==> src/rtl/tempsens_conv_ctrl.sv <==
// Conversion sequencer for the tempsenseInst macro: drives RESET_COUNTERn / en /
// SEL_CONV_TIME, waits for a synchronized DONE, captures DOUT and flags alarm and
// timeout conditions. Single-shot and periodic operation.
module tempsens_conv_ctrl #(
    parameter int unsigned RstCycles = 4,
    parameter int unsigned TimeoutW  = 24,
    parameter int unsigned PeriodW   = 24
) (
    input  logic                clk_i,
    input  logic                rst_ni,
    input  logic                start_i,
    input  logic                periodic_en_i,
    input  logic [PeriodW-1:0]  period_i,
    input  logic [TimeoutW-1:0] timeout_i,
    input  logic [3:0]          sel_conv_time_i,
    input  logic [23:0]         thresh_hi_i,
    input  logic                sens_done_i,
    input  logic [23:0]         sens_dout_i,
    output logic                sens_rstn_o,
    output logic                sens_en_o,
    output logic [3:0]          sens_sel_conv_time_o,
    output logic [23:0]         result_o,
    output logic                result_valid_o,
    output logic                busy_o,
    output logic                timeout_err_o,
    output logic                alarm_o
);

    // One shared counter serves RST, RUN (timeout) and WAIT (period).
    localparam int unsigned CntW = (TimeoutW > PeriodW) ? TimeoutW : PeriodW;
    localparam logic [CntW-1:0] RstLast = CntW'(RstCycles - 1);

    typedef enum logic [2:0] {
        StIdle,
        StRst,
        StRun,
        StCapt,
        StDisarm,
        StWait
    } state_e;

    state_e            state_q, state_d;
    logic              done_meta, done_s;
    logic              periodic_q;
    logic [CntW-1:0]   cnt_q, cnt_d;
    logic [CntW-1:0]   timeout_ext, period_ext;
    logic              start_evt, timeout_hit, period_hit;
    logic [3:0]        sel_q;
    logic [23:0]       result_q;
    logic              valid_q, err_q, alarm_q;

    assign timeout_ext = CntW'(timeout_i);
    assign period_ext  = CntW'(period_i);
    assign start_evt   = start_i | (periodic_en_i & ~periodic_q);
    assign timeout_hit = (timeout_i != '0) && (cnt_q == timeout_ext - CntW'(1));
    assign period_hit  = (period_i == '0) || (cnt_q == period_ext - CntW'(1));

    // DONE is asynchronous to clk_i: two-flop synchronizer.
    always_ff @(posedge clk_i or negedge rst_ni) begin
        if (!rst_ni) begin
            done_meta <= 1'b0;
            done_s    <= 1'b0;
        end else begin
            done_meta <= sens_done_i;
            done_s    <= done_meta;
        end
    end

    // State register.
    always_ff @(posedge clk_i or negedge rst_ni) begin
        if (!rst_ni) begin
            state_q <= StIdle;
        end else begin
            state_q <= state_d;
        end
    end

    // Next-state logic.
    always_comb begin
        state_d = state_q;
        case (state_q)
            StIdle: begin
                if (start_evt) state_d = StRst;
            end
            StRst: begin
                if (cnt_q == RstLast) state_d = StRun;
            end
            StRun: begin
                if (done_s) begin
                    state_d = StCapt;
                end else if (timeout_hit) begin
                    state_d = StDisarm;
                end
            end
            StCapt: begin
                state_d = StDisarm;
            end
            StDisarm: begin
                if (!done_s) begin
                    if (!periodic_en_i) begin
                        state_d = StIdle;
                    end else if (period_i == '0) begin
                        state_d = StRst;
                    end else begin
                        state_d = StWait;
                    end
                end
            end
            StWait: begin
                if (!periodic_en_i) begin
                    state_d = StIdle;
                end else if (period_hit) begin
                    state_d = StRst;
                end
            end
            default: state_d = StIdle;
        endcase
    end

    // Macro control outputs decoded from state so an async reset drops them at once.
    always_comb begin
        sens_rstn_o = 1'b0;
        sens_en_o   = 1'b0;
        case (state_q)
            StRun, StCapt: begin
                sens_rstn_o = 1'b1;
                sens_en_o   = 1'b1;
            end
            StDisarm: begin
                sens_rstn_o = 1'b1;
            end
            default: begin
                sens_rstn_o = 1'b0;
                sens_en_o   = 1'b0;
            end
        endcase
    end

    // Counter restarts on every state change and saturates otherwise.
    always_comb begin
        cnt_d = '0;
        if (state_d == state_q) begin
            cnt_d = (&cnt_q) ? cnt_q : cnt_q + CntW'(1);
        end
    end

    // Datapath: counter, sel latch, result capture and status flags.
    always_ff @(posedge clk_i or negedge rst_ni) begin
        if (!rst_ni) begin
            cnt_q      <= '0;
            periodic_q <= 1'b0;
            sel_q      <= 4'h0;
            result_q   <= 24'h0;
            valid_q    <= 1'b0;
            err_q      <= 1'b0;
            alarm_q    <= 1'b0;
        end else begin
            cnt_q      <= cnt_d;
            periodic_q <= periodic_en_i;
            valid_q    <= (state_q == StCapt);
            // sel only changes on entry into RST, never mid-conversion.
            if (state_d == StRst && state_q != StRst) begin
                sel_q <= sel_conv_time_i;
            end
            if (state_q == StIdle && start_evt) begin
                err_q <= 1'b0;
            end else if (state_q == StRun && !done_s && timeout_hit) begin
                err_q <= 1'b1;
            end
            if (state_q == StCapt) begin
                result_q <= sens_dout_i;
                alarm_q  <= (sens_dout_i >= thresh_hi_i);
            end
        end
    end

    assign sens_sel_conv_time_o = sel_q;
    assign result_o             = result_q;
    assign result_valid_o       = valid_q;
    assign busy_o               = (state_q != StIdle);
    assign timeout_err_o        = err_q;
    assign alarm_o              = alarm_q;

endmodule

==> config.mk <==
export PLATFORM = sky130hd
export DESIGN_NAME = tempsens_conv_ctrl
export DESIGN_NICKNAME = d
export VERILOG_FILES = /design/src/rtl/tempsens_conv_ctrl.sv
export SDC_FILE = /design/constraint.sdc
export NUM_CORES = 1
export LEC_CHECK = 0
export ABC_CLOCK_PERIOD_IN_PS = 2900
export BUFFER_PORTS_ARGS = -buffer_cell sky130_fd_sc_hd__buf_4
export CAP_MARGIN = 10
export CORE_MARGIN = 8
export CORE_UTILIZATION = 50
export DETAILED_ROUTE_END_ITERATION = 7
export GPL_ROUTABILITY_DRIVEN = 0
export PLACE_DENSITY = 0.78
export SETUP_SLACK_MARGIN = 0.02
export SLEW_MARGIN = 20
export SYNTH_ARGS = -nofsm -noshare
export SYNTH_HDL_FRONTEND = slang
export SYNTH_SLANG_ARGS = --single-unit
==> constraint.sdc <==
create_clock -name clk_i -period 2.9 [get_ports clk_i]
set_input_delay 0.435 -clock clk_i [delete_from_list [all_inputs] [get_ports clk_i]]
set_output_delay 0.435 -clock clk_i [all_outputs]
set_load 0.03 [all_outputs]
==> impl_metrics.json <==
{
  "coreArea_um2": 11200,
  "power.density_nw_per_um2": 643,
  "pwr-share-seq_pct": 25.4,
  "rows": 39,
  "ys_top_cells_by_count": "nand2_1 (105), dfrtp_1 (61), xnor2_1 (57), nor2_1 (37), inv_1 (36)",
  "report.final.slew_viol_count": 0,
  "synth_area_per_cell_um2": 8.28,
  "synth_edf_count": 0,
  "route.detailed.drc": 0,
  "synthesis.area_um2": 5670,
  "clkPwrFrac_pct": 20.8,
  "die_y_um": 122,
  "grt_util_met3_pct": 6.67,
  "swShare_pct": 42.1,
  "required_ns": 3.10,
  "clk_pin_slew_worst_paths_ns": 0.05,
  "hold_slack_ns": 0.195,
  "crit_chain": "buf_6, or4_4, or4_4, a2111oi_4, nor2_2, nand4b_4, a2111oi_4, o21ba_4, clkbuf_16, nor3_2",
  "start_util_pct": 50.5,
  "finalHoldViolCount": 0,
  "p_leak_nw": 3.57,
  "max-vdd-ir-drop_mv": 0.568,
  "syn_nets": 817,
  "synth_ff_type": "dfrtp_1",
  "htreeDepth": 3,
  "grt_pass1_wl_um": 29000,
  "outcome": "finished, final reports clean",
  "yosysTopAreaCell": "dfrtp_1",
  "fmax_ghz": 0.352,
  "cpPeakStageDelay_ns": 0.53,
  "r2r_start": "cnt_q[3]",
  "crit_slowest_cell": "or4_4",
  "worst-setup-path-type": "in -> reg",
  "r2r-end": "cnt_q[10]",
  "p_comb_share_pct": 53.8,
  "grt_max_degree": 62,
  "grt_setup_unrepaired": "yes",
  "antenna_found_initial": 0,
  "cts_buffers": 9,
  "cts_sinks": 61,
  "area_delta_synth_final_pct": 40.1,
  "cp_max_fo": 5,
  "hold_path_class": "in -> async",
  "nNetsFinal": 1015,
  "dr.pass1.iters": 5,
  "synth_cells": 684,
  "vias_per_cell": 5.87,
  "antenna_cells": 0,
  "synth.most_common_cell": "nand2_1",
  "clk_latency_ns": 0.32,
  "dpl_cell_area_um2": 7340,
  "cts_buffer_depth": 2,
  "drt_wl_total_um": 18700,
  "seq_area_frac_synth_pct": 26.9,
  "drv_cap": 0,
  "hpwl_um": 14200,
  "grt_overflow_total": 0,
  "critPathTopFamily": "simple AND/OR/NAND/NOR gates",
  "switchingPower_mw": 2.15,
  "post-route-min-period_ns": 2.84,
  "portBuffers": 138,
  "ys_types": 77,
  "num_vias": 6048,
  "end_kind": "flip-flop",
  "critPathLaunchType": "input pin",
  "setup_viol": 0,
  "grtUsageTotal_pct": 23.7,
  "r2r_setup_slack_ns": 0.14,
  "wl_per_cell_um": 18.2,
  "fin_setup_tns_ns": 0,
  "use_met1_pct": 26.7,
  "die_w_um": 122,
  "critical_path_buf_inv_count": 2,
  "synth_area_leaders": "dfrtp_1 (27%), xnor2_1 (8.8%), nand2_1 (7.0%), ha_1 (6.2%), xor2_1 (3.7%)",
  "die_area_um2": 15000,
  "drtAntennaViolNets": 0,
  "final_cell_area_um2": 7940,
  "yosysTopAreaCellShare_pct": 26.9,
  "worst_pin_slew_ns": 0.794,
  "slew_headroom_pct": 47.1,
  "first_global_vias": 6377,
  "cp.arrival_ns": 3.04,
  "root_buffer": "clkbuf_16",
  "io_pins": 139,
  "rr_worst_depth": 9,
  "p_int_mw": 2.96,
  "ctsHoldBuffers": 0,
  "synth-seq-cells": 61,
  "fin_util_pct": 70.7,
  "cts_tree": "done",
  "drt_iter0_drc": 499,
  "p_total_mw": 5.10,
  "met2_usage_pct": 40.9,
  "ys.warnings.count": 0,
  "busiest_layer": "met2",
  "layout-drive-gt1-share_pct": 35.1,
  "fin_worst_skew_ns": 0.00614,
  "finalCritPeriodShare_pct": 98.0,
  "async_reset_ff_share_pct": 100
}
==> power by group through the flow <==
stage	registers, mW	clock network (mW)	logic, mW
5_1_grt	1.33	1.11	2.94
3_5_place_dp	1.29	0	2.40
4_1_cts	1.29	1.08	2.43
2_1_floorplan	1.64	0	1.21
3_3_place_gp	1.29	0	2.33
6_report	1.30	1.06	2.75
==> flip-flops by register name, summed over array words and instances, names as in the netlist <==
signal                flops
alarm_o                   1
cnt_q                    24
done_meta                 1
done_s                    1
periodic_q                1
result_o                 24
result_valid_o            1
sens_sel_conv_time_o      4
state_q                   3
timeout_err_o             1
==> logic make-up (layout without fill, tap and decap cells) <==
logic type	after synthesis	in the layout	share of synthesized area [%]
fa+ha+maj	29	29	6.36
xor+xnor	81	81	12.5
simple gates	322	322	32.2
mux	6	6	1.28
flops	61	61	26.9
buf+inv	78	281	6.34
compound gates	107	107	14.4
==> per-stage QoR <==
step | std cells | setup WS [ns]
final | 1030 | 0.0587
after detailed placement | 1005 | -0.391
after CTS | 1021 | 0.0694
after global routing | 1030 | -0.0655
after floorplan | 684 | -0.0613
after global placement | 1005 | -0.253
==> worst max-delay path by stage <==
stage | startpoint | end | cells after the start
floorplan | timeout_i[1] | cnt_q[14] | 12
global placement | timeout_i[1] | cnt_q[14] | 12
detailed placement | timeout_i[1] | cnt_q[5] | 12
CTS | timeout_i[1] | cnt_q[5] | 12
global route | timeout_i[1] | cnt_q[10] | 14
finish | timeout_i[16] | cnt_q[10] | 10
==> per-layer routing <==
metal | up-vias | part of all wire (%)
met5 | - | 0
met4 | 0 | 2.3
met3 | 43 | 8.2
met2 | 305 | 50
met1 | 2852 | 40
li1 | 2848 | -
==> layout by cell type, fill, tap and decap left out, types with 6 or more instances in the layout <==
master	n
o211ai_1	7
a21o_1	9
buf_6	6
buf_4	217
nor2_1	33
or4_1	6
a31oi_1	6
xnor2_1	56
nor3_2	18
xor2_1	24
nand4_1	15
nand2b_1	12
a22oi_1	8
inv_1	34
nand3_1	17
nor2b_1	8
nand2_1	105
or2_2	6
nor4_1	22
nor3_1	19
clkbuf_16	12
dfrtp_1	61
ha_1	27
o21ai_0	12
a21oi_1	18
==> cell type report <==
class,instances,area [um2]
multi-input combinational,545,3970
timing repair buffer,228,1810
clock buffer,12,246
tap,143,179
inverter,37,151
fill,865,3290
clock inverter,4,47.5
sequential,61,1530
==> repair_timing <==
item,4_1_cts,5_1_grt
gates resized for setup,2,32
pin swaps,1,9
setup endpoints to repair,24,30
setup buffers,0,4
gates cloned,0,5
No activity file was read; power rests on OpenSTA's default activity.
